[config.mk]
export PLATFORM = sky130hd
export DESIGN_NAME = bf16_iterative_divider_flat
export DESIGN_NICKNAME = d
export VERILOG_FILES = /design/src/rtl/bf16_pkg.sv /design/src/rtl/bf16_iterative_divider_if.sv /design/src/rtl/bf16_lzc.sv /design/src/rtl/bf16_iterative_divider.sv /design/src/flat_wrapper.sv
export SDC_FILE = /design/constraint.sdc
export NUM_CORES = 1
export LEC_CHECK = 0
export CAP_MARGIN = 20
export CORE_ASPECT_RATIO = 1.5
export CORE_MARGIN = 8
export CORE_UTILIZATION = 25
export CTS_BUF_LIST = sky130_fd_sc_hd__clkbuf_2
export DETAILED_ROUTE_END_ITERATION = 6
export SYNTH_ARGS = -nofsm -noshare
export SYNTH_HDL_FRONTEND = slang
export SYNTH_SLANG_ARGS = --single-unit
export TNS_END_PERCENT = 30
[constraint.sdc]
create_clock -name clk -period 14 [get_ports clk]
set_clock_uncertainty 0.2 [all_clocks]
set_input_delay 4.2 -clock clk [delete_from_list [all_inputs] [get_ports clk]]
set_output_delay 4.2 -clock clk [all_outputs]
set_load 0.02 [all_outputs]
[src/rtl/bf16_pkg.sv]
// Shared bf16 field definitions, FSM state encoding and special-value constants
// for the bf16 arithmetic blocks.
package bf16_pkg;

    localparam int unsigned EXP_W  = 8;
    localparam int unsigned MANT_W = 7;
    localparam int unsigned BIAS   = 127;
    localparam int unsigned SIG_W  = MANT_W + 1;

    typedef struct packed {
        logic              sign;
        logic [EXP_W-1:0]  exp;
        logic [MANT_W-1:0] mant;
    } bf16_t;

    typedef enum logic [2:0] {
        ST_IDLE  = 3'd0,
        ST_NORM  = 3'd1,
        ST_DIV   = 3'd2,
        ST_FINAL = 3'd3,
        ST_DONE  = 3'd4
    } state_e;

    localparam logic [15:0]      BF16_QNAN    = 16'h7FC0;
    localparam logic [EXP_W-1:0] BF16_EXP_MAX = 8'hFF;

endpackage

[src/rtl/bf16_iterative_divider_if.sv]
// Operand/result valid-ready bundle for the bf16 iterative divider.
interface bf16_iterative_divider_if;
    import bf16_pkg::*;

    logic                     in_valid;
    logic                     in_ready;
    logic [$bits(bf16_t)-1:0] a;
    logic [$bits(bf16_t)-1:0] b;
    logic                     out_valid;
    logic                     out_ready;
    logic [$bits(bf16_t)-1:0] out;
    logic                     div_by_zero;

    modport master (
        output in_valid, a, b, out_ready,
        input  in_ready, out_valid, out, div_by_zero
    );

    modport slave (
        input  in_valid, a, b, out_ready,
        output in_ready, out_valid, out, div_by_zero
    );

endinterface

[src/rtl/bf16_lzc.sv]
// 8-bit leading-zero counter; returns 8 for an all-zero input.
module bf16_lzc (
    input  logic [7:0] value,
    output logic [3:0] count
);

    // Scanning upward lets the highest set bit win.
    always_comb begin
        count = 4'd8;
        for (int i = 0; i < 8; i++) begin
            if (value[i]) count = 4'(7 - i);
        end
    end

endmodule

[src/rtl/bf16_iterative_divider.sv]
// Sequential bf16 divider: restoring mantissa division, one quotient bit per cycle,
// truncation and flush-to-zero. Define BF16_DIV_SPECIALS_EN for NaN/inf handling.
module bf16_iterative_divider
    import bf16_pkg::*;
(
    input  logic                    clk,
    input  logic                    rst_n,
    bf16_iterative_divider_if.slave bus
);

    localparam int unsigned QBITS = MANT_W + 2;
    localparam int unsigned CNT_W = 4;
    localparam int unsigned XW    = EXP_W + 2;

    localparam logic [2:0] S_IDLE  = ST_IDLE;
    localparam logic [2:0] S_NORM  = ST_NORM;
    localparam logic [2:0] S_DIV   = ST_DIV;
    localparam logic [2:0] S_FINAL = ST_FINAL;
    localparam logic [2:0] S_DONE  = ST_DONE;

    logic [2:0]             state, state_nx;
    logic                   ready_r, valid_r, dbz_r;
    bf16_t                  out_r;
    bf16_t                  a_r, b_r;
    logic [SIG_W-1:0]       dvs;
    logic [QBITS-1:0]       rem, q;
    logic [CNT_W-1:0]       cnt;
    logic signed [XW-1:0]   exp_r;
    logic                   sign_r, zero_a_r, zero_b_r;

    logic [SIG_W-1:0]       sig_a, sig_b, sh_a, sh_b;
    logic [3:0]             lz_a, lz_b;
    logic                   zero_a, zero_b;
    logic signed [XW-1:0]   ea, eb;
    logic                   q_bit;
    logic [QBITS-1:0]       rem_sub;
    logic signed [XW-1:0]   exp_f;
    logic [MANT_W-1:0]      mant_f;
    bf16_t                  res;
    logic                   res_dbz;

    assign bus.in_ready    = ready_r;
    assign bus.out_valid   = valid_r;
    assign bus.out         = out_r;
    assign bus.div_by_zero = dbz_r;

    always_ff @(posedge clk or negedge rst_n) begin
        if (!rst_n) begin
            state   <= S_IDLE;
            ready_r <= 1'b1;
            valid_r <= 1'b0;
        end else begin
            state   <= state_nx;
            ready_r <= (state_nx == S_IDLE);
            valid_r <= (state_nx == S_DONE);
        end
    end

    always_comb begin
        state_nx = state;
        case (state)
            S_IDLE:  if (bus.in_valid) state_nx = S_NORM;
            S_NORM:  state_nx = S_DIV;
            S_DIV:   if (cnt == CNT_W'(QBITS - 1)) state_nx = S_FINAL;
            S_FINAL: state_nx = S_DONE;
            S_DONE:  if (bus.out_ready) state_nx = S_IDLE;
            default: state_nx = S_IDLE;
        endcase
    end

    bf16_lzc u_lzc_a (.value(sig_a), .count(lz_a));
    bf16_lzc u_lzc_b (.value(sig_b), .count(lz_b));

    // Operand normalisation: subnormals get exponent 1 and are shifted left.
    always_comb begin
        sig_a  = {|a_r.exp, a_r.mant};
        sig_b  = {|b_r.exp, b_r.mant};
        zero_a = (sig_a == '0);
        zero_b = (sig_b == '0);
        sh_a   = zero_a ? sig_a : SIG_W'(sig_a << lz_a);
        sh_b   = zero_b ? sig_b : SIG_W'(sig_b << lz_b);
        ea     = signed'(XW'((a_r.exp == '0) ? EXP_W'(1) : a_r.exp))
               - signed'(XW'(zero_a ? 4'd0 : lz_a));
        eb     = signed'(XW'((b_r.exp == '0) ? EXP_W'(1) : b_r.exp))
               - signed'(XW'(zero_b ? 4'd0 : lz_b));
    end

    always_comb begin
        q_bit   = (rem >= QBITS'(dvs));
        rem_sub = q_bit ? (rem - QBITS'(dvs)) : rem;
    end

    // Post-normalise the quotient, then apply the special-case overrides.
    always_comb begin
        exp_f    = q[QBITS-1] ? exp_r : (exp_r - signed'(XW'(1)));
        mant_f   = q[QBITS-1] ? q[QBITS-2:1] : q[QBITS-3:0];
        res.sign = sign_r;
        res.exp  = exp_f[EXP_W-1:0];
        res.mant = mant_f;
        res_dbz  = 1'b0;
`ifdef BF16_DIV_SPECIALS_EN
        if (((a_r.exp == BF16_EXP_MAX) && (a_r.mant != '0)) ||
            ((b_r.exp == BF16_EXP_MAX) && (b_r.mant != '0)) ||
            (zero_a_r && zero_b_r) ||
            ((a_r.exp == BF16_EXP_MAX) && (b_r.exp == BF16_EXP_MAX))) begin
            res = bf16_t'(BF16_QNAN);
        end else if (a_r.exp == BF16_EXP_MAX) begin
            res.exp  = BF16_EXP_MAX;
            res.mant = '0;
        end else if (b_r.exp == BF16_EXP_MAX) begin
            res.exp  = '0;
            res.mant = '0;
        end else
`endif
        if (zero_b_r) begin
            res.exp  = BF16_EXP_MAX;
            res.mant = '0;
            res_dbz  = 1'b1;
        end else if (zero_a_r || (exp_f <= signed'(XW'(0)))) begin
            res.exp  = '0;
            res.mant = '0;
        end else if (exp_f >= signed'(XW'(BF16_EXP_MAX))) begin
            res.exp  = BF16_EXP_MAX;
            res.mant = '0;
        end
    end

    always_ff @(posedge clk or negedge rst_n) begin
        if (!rst_n) begin
            a_r      <= '0;
            b_r      <= '0;
            dvs      <= '0;
            rem      <= '0;
            q        <= '0;
            cnt      <= '0;
            exp_r    <= '0;
            sign_r   <= 1'b0;
            zero_a_r <= 1'b0;
            zero_b_r <= 1'b0;
            out_r    <= '0;
            dbz_r    <= 1'b0;
        end else begin
            case (state)
                S_IDLE: begin
                    if (bus.in_valid) begin
                        a_r <= bus.a;
                        b_r <= bus.b;
                    end
                end
                S_NORM: begin
                    rem      <= QBITS'(sh_a);
                    dvs      <= sh_b;
                    q        <= '0;
                    cnt      <= '0;
                    exp_r    <= ea - eb + signed'(XW'(BIAS));
                    sign_r   <= a_r.sign ^ b_r.sign;
                    zero_a_r <= zero_a;
                    zero_b_r <= zero_b;
                end
                S_DIV: begin
                    rem <= QBITS'({rem_sub, 1'b0});
                    q   <= {q[QBITS-2:0], q_bit};
                    cnt <= cnt + CNT_W'(1);
                end
                S_FINAL: begin
                    out_r <= res;
                    dbz_r <= res_dbz;
                end
                default: ;
            endcase
        end
    end

endmodule

[src/flat_wrapper.sv]
// flat-port wrapper written by rule: the top's interface ports become plain ports
module bf16_iterative_divider_flat import bf16_pkg::*;
  (clk, rst_n, bus_in_valid, bus_a, bus_b, bus_out_ready, bus_in_ready, bus_out_valid, bus_out, bus_div_by_zero);
  bf16_iterative_divider_if bus_i ();
  input  logic clk;
  input  logic rst_n;
  input wire logic [$bits(bus_i.in_valid)-1:0] bus_in_valid;
  input wire logic [$bits(bus_i.a)-1:0] bus_a;
  input wire logic [$bits(bus_i.b)-1:0] bus_b;
  input wire logic [$bits(bus_i.out_ready)-1:0] bus_out_ready;
  output wire logic [$bits(bus_i.in_ready)-1:0] bus_in_ready;
  output wire logic [$bits(bus_i.out_valid)-1:0] bus_out_valid;
  output wire logic [$bits(bus_i.out)-1:0] bus_out;
  output wire logic [$bits(bus_i.div_by_zero)-1:0] bus_div_by_zero;
  assign bus_i.in_valid = bus_in_valid;
  assign bus_i.a = bus_a;
  assign bus_i.b = bus_b;
  assign bus_i.out_ready = bus_out_ready;
  assign bus_in_ready = bus_i.in_ready;
  assign bus_out_valid = bus_i.out_valid;
  assign bus_out = bus_i.out;
  assign bus_div_by_zero = bus_i.div_by_zero;
  bf16_iterative_divider u_core (.clk(clk), .rst_n(rst_n), .bus(bus_i));
endmodule
Word level (Yosys, flattened, before mapping)
Cells that the tools add are included.
{"block": "classes", "addsub": 7, "n_lt_le_gt_ge": 3, "n_eq_ne": 6, "shifts": 2, "mux": 36, "bitwise": 1, "reduce_logical": 11}
{"cell": "4-bit two-way mux", "count": 18}
{"cell": "15-bit two-way mux", "count": 3}
{"cell": "8-bit two-way mux", "count": 5}
{"cell": "9-bit one-hot mux with 2 select lines", "count": 2}
{"cell": "8-bit logical NOT", "count": 4}
{"cell": "10-bit subtractor", "count": 3}
{"cell": "8-bit OR reduction", "count": 2}
{"cell": "8-bit by 4-bit left shift with 8-bit output", "count": 2}
{"cell": "3-bit one-hot mux with 5 select lines", "count": 1}
{"cell": "10-bit by 8-bit adder with 10-bit output (second input constant)", "count": 1}
{"cell": "10-bit by 9-bit greater-or-equal comparator with 1-bit output (second input constant)", "count": 1}
{"cell": "10-bit by 1-bit <= comparator with 1-bit output (second input constant)", "count": 1}
{"cell": "10-bit two-way mux", "count": 1}
{"cell": "10-bit by 2-bit subtractor with 10-bit output (second input constant)", "count": 1}
{"cell": "9-bit by 8-bit greater-or-equal comparator with 1-bit output", "count": 1}
{"cell": "3-bit two-way mux", "count": 3}
{"cell": "4-bit one-hot mux with 2 select lines", "count": 1}
{"cell": "8-bit subtractor", "count": 1}
{"cell": "7-bit two-way mux", "count": 1}
{"cell": "3-bit by 2-bit equality test with 1-bit output (second input constant)", "count": 2}
{"cell": "3-bit equality test (second input constant)", "count": 2}
{"cell": "3-bit logical NOT", "count": 2}
{"cell": "4-bit by 1-bit adder with 4-bit output (second input constant)", "count": 1}
{"cell": "4-bit equality test (second input constant)", "count": 1}
{"cell": "6 further kinds", "count": 6}
{"block": "word_totals", "reg_bits": 97, "output_inout_bits": 19}

Depth between registers and ports, before layout
Gate-level depths: netlist of run 1.
{"block": "logic_depth", "word_depth": 12, "depth_mapped": 16, "ltp_nobuf": 16}

Modules after synthesis
From an unflattened synthesis of run 1, not the netlist that was laid out.
{"block": "hier_totals", "hier_cells": 664, "hier_area_um2": 6412.4}
{"module": "bf16_iterative_divider", "n_inst": 1, "cells_each": 636, "area_each_um2": 6239.7, "seq_area_each_um2": 2428.6}
{"module": "bf16_lzc", "n_inst": 2, "cells_each": 14, "area_each_um2": 86.3, "seq_area_each_um2": 0.0}

Least setup slack after synthesis of run 1
Ideal clock, no wire load.
{"block": "synth_path", "path_kind": "input to register", "from": "in bus_in_valid", "to": "reg u_core.a_r[5] (netlist bit)", "setup_ns": 0.125, "arrival_ns": 5.445, "required_ns": 13.675, "path_slack_ns": 8.231, "path_stages": 4, "n_path_buf": 2, "cell_sequence": "nor4b_1 clkbuf_1 clkbuf_1 mux2_2"}
{"block": "synth_via", "elab_chain_len": 1}
{"item": "from (decl)", "line_no": "flat_wrapper.sv:7", "source": "input wire logic [$bits(bus_i.in_valid)-1:0] bus_in_valid;"}
{"item": "2-bit AND reduction (no line)"}
{"item": "to (signal assigned)", "line_no": "bf16_iterative_divider.sv:146", "source": "a_r <= bus.a;"}
{"item": "to (decl)", "line_no": "bf16_iterative_divider.sv:24", "source": "bf16_t a_r, b_r;"}
Every way passes these cells.
A chain may end at the register's enable or synchronous reset.

Worst setup path in the final report of run 1
{"block": "layout_path", "from": "reg u_core.ready_r (netlist: u_core.bus.in_ready)", "to": "out bus_in_ready"}
{"item": "from (decl)", "line_no": "bf16_iterative_divider.sv:22", "source": "logic ready_r, valid_r, dbz_r;"}
{"item": "from (signal assigned)", "line_no": "bf16_iterative_divider.sv:54", "source": "ready_r <= (state_nx == S_IDLE);"}
{"item": "to (decl)", "line_no": "flat_wrapper.sv:11", "source": "output wire logic [$bits(bus_i.in_ready)-1:0] bus_in_ready;"}
No word-level cell between the ends.

==> metrics.txt, run 1 <==
post-synthesis xor/xnor area fraction=3.46%; post-synthesis cell type count=71; CP Class=flip-flop to primary output; Cell Chain, Critical Path=clkdlybuf4s50_1; Setup WS pre-CTS=7.96 ns; synth warn=0; Core Box Area=23000 µm²; Post-synth EDFFs=0; slowest cell on the critical path=clkdlybuf4s50_1; Worst Path Buf+Inv=1; final core occ=29.1%; Sw Pwr=766 µW; gr usage total=10.0%; Clock Sinks=97; worst slew pin tran=0.994 ns; Setup Buffers After CTS=0; ANT nets after route=0; Peak Freq=163 MHz; Bufs on Longest Clock Path=2; vias in the first global route=4552; Via density=4.75; Critical Path Fanout Max=1; nets=721; Detailed Route WL=13700 µm; P&R area growth vs syn=15.1%; TritonCTS clock tree=yes; ys flop type=dfrtp_1; Async S/R FF share, synth=100%; initial antenna violation count=1; largest net degree at the start of global routing=69; placed cells=918; worst reg2reg path depth=16; first drt pass iteration count=4; CTS root buf=clkbuf_2; final setup vio count=0; Synth Register Bits=97; Syn Inst Count=617; area of the die=28500 µm²; Lkg Pwr=2.81 nW; final max-slew violation count=0; DR vias=4449; global-route wire length before repair=23300 µm; unrepaired setup endpoints after global routing=false; Mapped Area=5820 µm²; adder-cell share of the synthesized area=8.82%; Rel. slew slack=33.3%; class of the worst hold path=flip-flop to flip-flop; Die Y=203 µm; CP top delay family=buffers and inverters; CP required=9.60 ns; share of power burned in registers=32.9%; mux share of post-synthesis cell area=6.82%; Syn Nets=688; Reg clk slew, reported paths=0.25 ns; Die X-Extent=141 µm; DRT iter0 DRCs=284; routed length per instance=14.6 µm; Final Hold Viols=0; critical path capture point type=primary output; largest vdd supply drop=0.0699 mV; Tmin final=6.13 ns; std cell rows=68; P per Cell Area=247 nW/µm²; status=complete, no violations; HPWL after DPL=10300 µm; Simple-Gate Fraction of Synth Area=14.1%; hold path depth=2; htree depth=3; Int Power=888 µW; Starting Density=25.3%; final worst slack=7.87 ns; Critical Path Source Type=flip-flop; Sum Neg Setup Slack=0 ns; Fin Hold WS=0.306 ns; largest family of logic cells by synthesized area=compound AO/OA/AOI/OAI gates; I/O Buffers=54; combinational share of power=60.0%; Tcrit/Tclk final=43.8%; post-synthesis compound-gate area fraction=19.0%; DRC=0; post-route insts no fill=936; CP Depth=1; grt ovf=0; IO Pins=55; cts repair resizes=0; clk_lat worst skew=0.57 ns; Syn Area/Cell=9.43 µm²; gpl congestion=0.802; layout cells sized above 1=10.1%; post-synthesis sequential area ratio=41.7%; Largest stage delay, worst path=0.60 ns; clock network fraction of total power=7.1%; CTS hold repair buffers=0; CP arrival=1.73 ns; Sw Ratio=46.3%; Max Cap Viol=0; Num CTS Buffers=9
-- cells in the mapped netlist, types with 3 or more instances --
cell,count,area (µm²)
dfrtp_1,96,2400
nand2_1,64,240
o21ai_0,61,305
inv_1,48,180
nor2_1,42,158
a21oi_1,34,170
clkbuf_1,31,116
ha_1,25,313
mux2_2,21,236
xnor2_1,20,175
mux2i_1,16,160
nor3_1,13,65.1
fa_1,10,200
a21o_1,9,67.6
a22o_1,8,70.1
nand3_1,7,35.0
o41ai_1,7,61.3
a211oi_1,6,45.0
nand2b_1,6,37.5
nand4_1,5,31.3
nor2b_1,4,25.0
nor4_1,4,25.0
o31ai_1,4,30.0
a22oi_1,3,22.5
buf_1,3,11.3
buf_2,3,15.0
nand3b_1,3,22.5
xor2_1,3,26.3
-- worst paths after layout --
path                                     start                  to  slack [ns]
setup reg to reg                u_core.a_r[12]     u_core.exp_r[9]        8.85
hold / removal               u_core.bus.out[4]   u_core.bus.out[4]        0.31
hold reg to reg              u_core.bus.out[4]   u_core.bus.out[4]        0.31
max in group asynchronous                rst_n  u_core.bus.out[10]        9.07
min in group asynchronous                rst_n       u_core.b_r[9]        3.30
setup / recovery           u_core.bus.in_ready        bus_in_ready        7.87
-- sequential cells by signal (all words and copies together) (netlist names) --
signal	count
u_core.bus.in_ready	1
u_core.q	9
u_core.zero_b_r	1
u_core.state	3
u_core.bus.out_valid	1
u_core.rem	9
u_core.bus.out	16
u_core.sign_r	1
u_core.exp_r	10
u_core.a_r	16
u_core.cnt	4
u_core.bus.div_by_zero	1
u_core.zero_a_r	1
u_core.b_r	16
u_core.dvs	8
-- per-stage QoR --
stage               total power, mW  cell area [µm²]
CTS                            1.68             6690
floorplan                      1.31             5820
detailed placement             1.55             6600
finish                         1.65             6700
global placement               1.53             6600
global route                   1.84             6700
-- layout by cell type, fill, tap and decap left out, types with 7 or more instances in the layout --
master and instances:
clkbuf_2 11, mux2i_1 16, xnor2_1 20, nand3_1 7, o41ai_1 7, buf_4 8
inv_1 48, a22o_1 8, a21oi_1 34, mux2_2 21, fa_1 10, o21ai_0 61
a21o_1 9, dfrtp_1 96, nor3_1 13, nand2_1 64, nor2_1 42, ha_1 25
clkdlybuf4s50_1 53
-- routing by layer --
metal	vias up	part of all wire (%)	global-route usage, %
li1	2230	-	-
met1	2119	46	12.3
met2	95	49	16.9
met3	5	4.8	2.05
met4	0	0.92	3.62
met5	-	0	0
-- area by class of cell --
cell class	count	area [µm²]
diodes	1	2.50
clock buffers	11	55.1
clock inverters	5	31.3
fillers	2420	16300
inverters	48	180
multi-input cells	433	3060
flip-flops and latches	97	2430
well taps	280	350
repair buffers	61	591
-- power by group through the flow --
| stage | combinational, mW | clock [mW] | sequential [mW] |
|---|---|---|---|
| after detailed placement | 0.999 | 0 | 0.551 |
| after CTS | 1.01 | 0.126 | 0.543 |
| after floorplan | 0.800 | 0 | 0.507 |
| after global routing | 1.14 | 0.136 | 0.567 |
| final | 0.993 | 0.117 | 0.544 |
| after global placement | 0.982 | 0 | 0.545 |
-- logic make-up (layout without fill, tap and decap cells) --
group / after synthesis / in the layout
multiplexers: 37 / 37
adder cells (fa/ha/maj): 35 / 35
AND/OR/NAND/NOR: 168 / 168
buffers and inverters: 87 / 125
other: 2 / 3
AO/OA/AOI/OAI: 168 / 168
XOR/XNOR: 23 / 23
flip-flops: 97 / 97
Note: power is estimated with default switching activity, not from simulation.
==> inputs of run 2 (changes only) <==
- clock period: 14 -> 6.3 ns (I/O delays scaled with it)
==> metrics.txt, run 2 (synthesis gave the netlist of run 1 again) <==
gpl congestion=0.850 (was 0.802); final worst slack=1.28 ns (was 7.87 ns); P per Cell Area=557 nW/µm² (was 247 nW/µm²); slowest cell on the critical path=or4_1 (was clkdlybuf4s50_1); Critical Path Fanout Max=5 (was 1); commonest non-fill, non-tap cells in the layout=dfrtp_1 (96), nand2_1 (64), o21ai_0 (61) (unchanged); class of the worst hold path=flip-flop to flip-flop (unchanged); clk_lat worst skew=0.63 ns (was 0.57 ns); DR vias=4443 (was 4449); unrepaired setup endpoints after global routing=false (unchanged); initial antenna violation count=1 (unchanged); # fillers=2453 (was 2420); HPWL after DPL=10300 µm (about the same); Critical Path Source Type=flip-flop (unchanged); cts repair resizes=0 (unchanged); max layer used=met4 (unchanged); CTS hold repair buffers=0 (unchanged); global-route wire length before repair=23000 µm (was 23300 µm); Peak Freq=199 MHz; Worst Hold End=u_core.cnt[3] (was u_core.bus.out[4]); Core Box Area=23000 µm² (unchanged); Worst Path Buf+Inv=2 (was 1); Reg clk slew, reported paths=0.28 ns (was 0.25 ns); worst reg2reg path depth=16 (unchanged); largest vdd supply drop=0.178 mV (was 0.0699 mV); critical path capture point type=flip-flop (was primary output); Starting Density=25.3% (unchanged); P&R area growth vs syn=15.6% (was 15.1%); first drt pass iteration count=4 (unchanged); grt ovf=0 (unchanged); routed length per instance=14.6 µm (about the same); Largest stage delay, worst path=0.55 ns (was 0.60 ns); TritonCTS clock tree=yes (unchanged); Post-Route M1 WL=6410 µm (was 6210 µm); placed instance area=6600 µm² (unchanged); Cell Chain, Critical Path=or4_1, or2_2, nor2_1, nand2_1, fa_1, inv_1, fa_1, inv_1, ha_1, fa_1, a21o_1, a21oi_1, o21ai_0, a21o_1, a2111oi_0, a21o_1 (was clkdlybuf4s50_1); nets=722 (was 721); hold path depth=1 (was 2); Final Hold Viols=0 (unchanged); DRT iter0 DRCs=248 (was 284); Lkg Pwr=2.82 nW (was 2.81 nW); vias in the first global route=4530 (was 4552); Via density=4.75 (about the same); final max-slew violation count=0 (unchanged); worst slew pin tran=0.989 ns (was 0.994 ns); Tmin final=5.02 ns; area of the die=28500 µm² (unchanged); reg2reg start=u_core.a_r[7] (was u_core.a_r[12]); largest net degree at the start of global routing=62 (was 69); Max Cap Viol=0 (unchanged); Crit Reg-Reg Endpoint=u_core.exp_r[9] (unchanged); met2 wire length=6430 µm (was 6660 µm); I/O Buffers=54 (unchanged); Tcrit/Tclk final=79.7%; layout cells sized above 1=10.1% (unchanged); Detailed Route WL=13700 µm (about the same); final core occ=29.3% (was 29.1%); reg2reg setup slack=1.28 ns (was 8.85 ns); status=complete, no violations (unchanged); final setup vio count=0 (unchanged); std cell rows=68 (unchanged); Setup Buffers After CTS=0 (unchanged); CP required=6.69 ns (was 9.60 ns); Setup WS pre-CTS=1.31 ns (was 7.96 ns); most common cell after layout, fill and taps aside=dfrtp_1 (unchanged); CP top delay family=adder cells (was buffers and inverters); Sum Neg Setup Slack=0 ns (unchanged); Die Y=203 µm (unchanged); Hold Startpoint=u_core.cnt[3] (was u_core.bus.out[4]); Rel. slew slack=33.6% (was 33.3%); Num CTS Buffers=9 (unchanged); Bufs on Longest Clock Path=2 (unchanged); Die X-Extent=141 µm (unchanged); Clock Sinks=97 (unchanged); gr usage total=10.1% (was 10.0%); IO Pins=55 (unchanged); CP arrival=5.41 ns (was 1.73 ns); Finished Cell Area=6730 µm² (was 6700 µm²); htree depth=3 (unchanged); CP Class=flip-flop to flip-flop (was flip-flop to primary output); DR WL met3=537 µm (was 653 µm); Fin Hold WS=0.306 ns (about the same); DRC=0 (unchanged); CTS root buf=clkbuf_2 (unchanged); ANT nets after route=0 (unchanged)
run 2: cell count changes in the layout (fill, tap and decap cells not counted), sizes merged:
cell / previous run / this run
clkinv: 3 / 0
buf: 8 / 9
bufinv: 0 / 1
clkinvlp: 1 / 2
run 2: cell type report:
type	instances	area [µm²]	area share (%)
tap	280	350	5.21
multi-input combinational	433	3060	45.5
timing repair buffer	62	598	8.89
antenna	1	2.50	0.0372
clock inverter	4	53.8	0.800
inverter	48	180	2.68
clock buffer	11	55.1	0.819
sequential	97	2430	36.1
run 2: how the worst max path moves through the flow:
stage                              from              end  slack [ns]  cells after the start
after floorplan           u_core.a_r[8]  u_core.exp_r[9]        1.60                     16
after global placement    u_core.a_r[8]  u_core.exp_r[9]        1.40                     16
after detailed placement  u_core.a_r[7]  u_core.exp_r[9]        1.31                     16
after CTS                 u_core.a_r[7]  u_core.exp_r[9]        1.25                     16
after global routing      u_core.a_r[7]  u_core.exp_r[9]        0.91                     16
final                     u_core.a_r[7]  u_core.exp_r[9]        1.28                     16
run 2: metrics by stage:
step                total power [mW]  std cells
floorplan                       2.91        617
global placement                3.43        918
detailed placement              3.46        918
CTS                             3.78        933
global route                    4.16        936
finish                          3.75        936
run 2: layer usage:
metal | track usage, % | vias up
met1 | 12.8 | 2111
met2 | 16.4 | 76
met5 | 0 | -
met4 | 4.43 | 0
li1 | - | 2239
met3 | 1.86 | 17
run 2: power breakdown:
part           total (mW)  internal, mW  switching, mW
logic                2.24          1.03           1.20
registers            1.20         0.896          0.303
clock network       0.311        0.0937          0.218
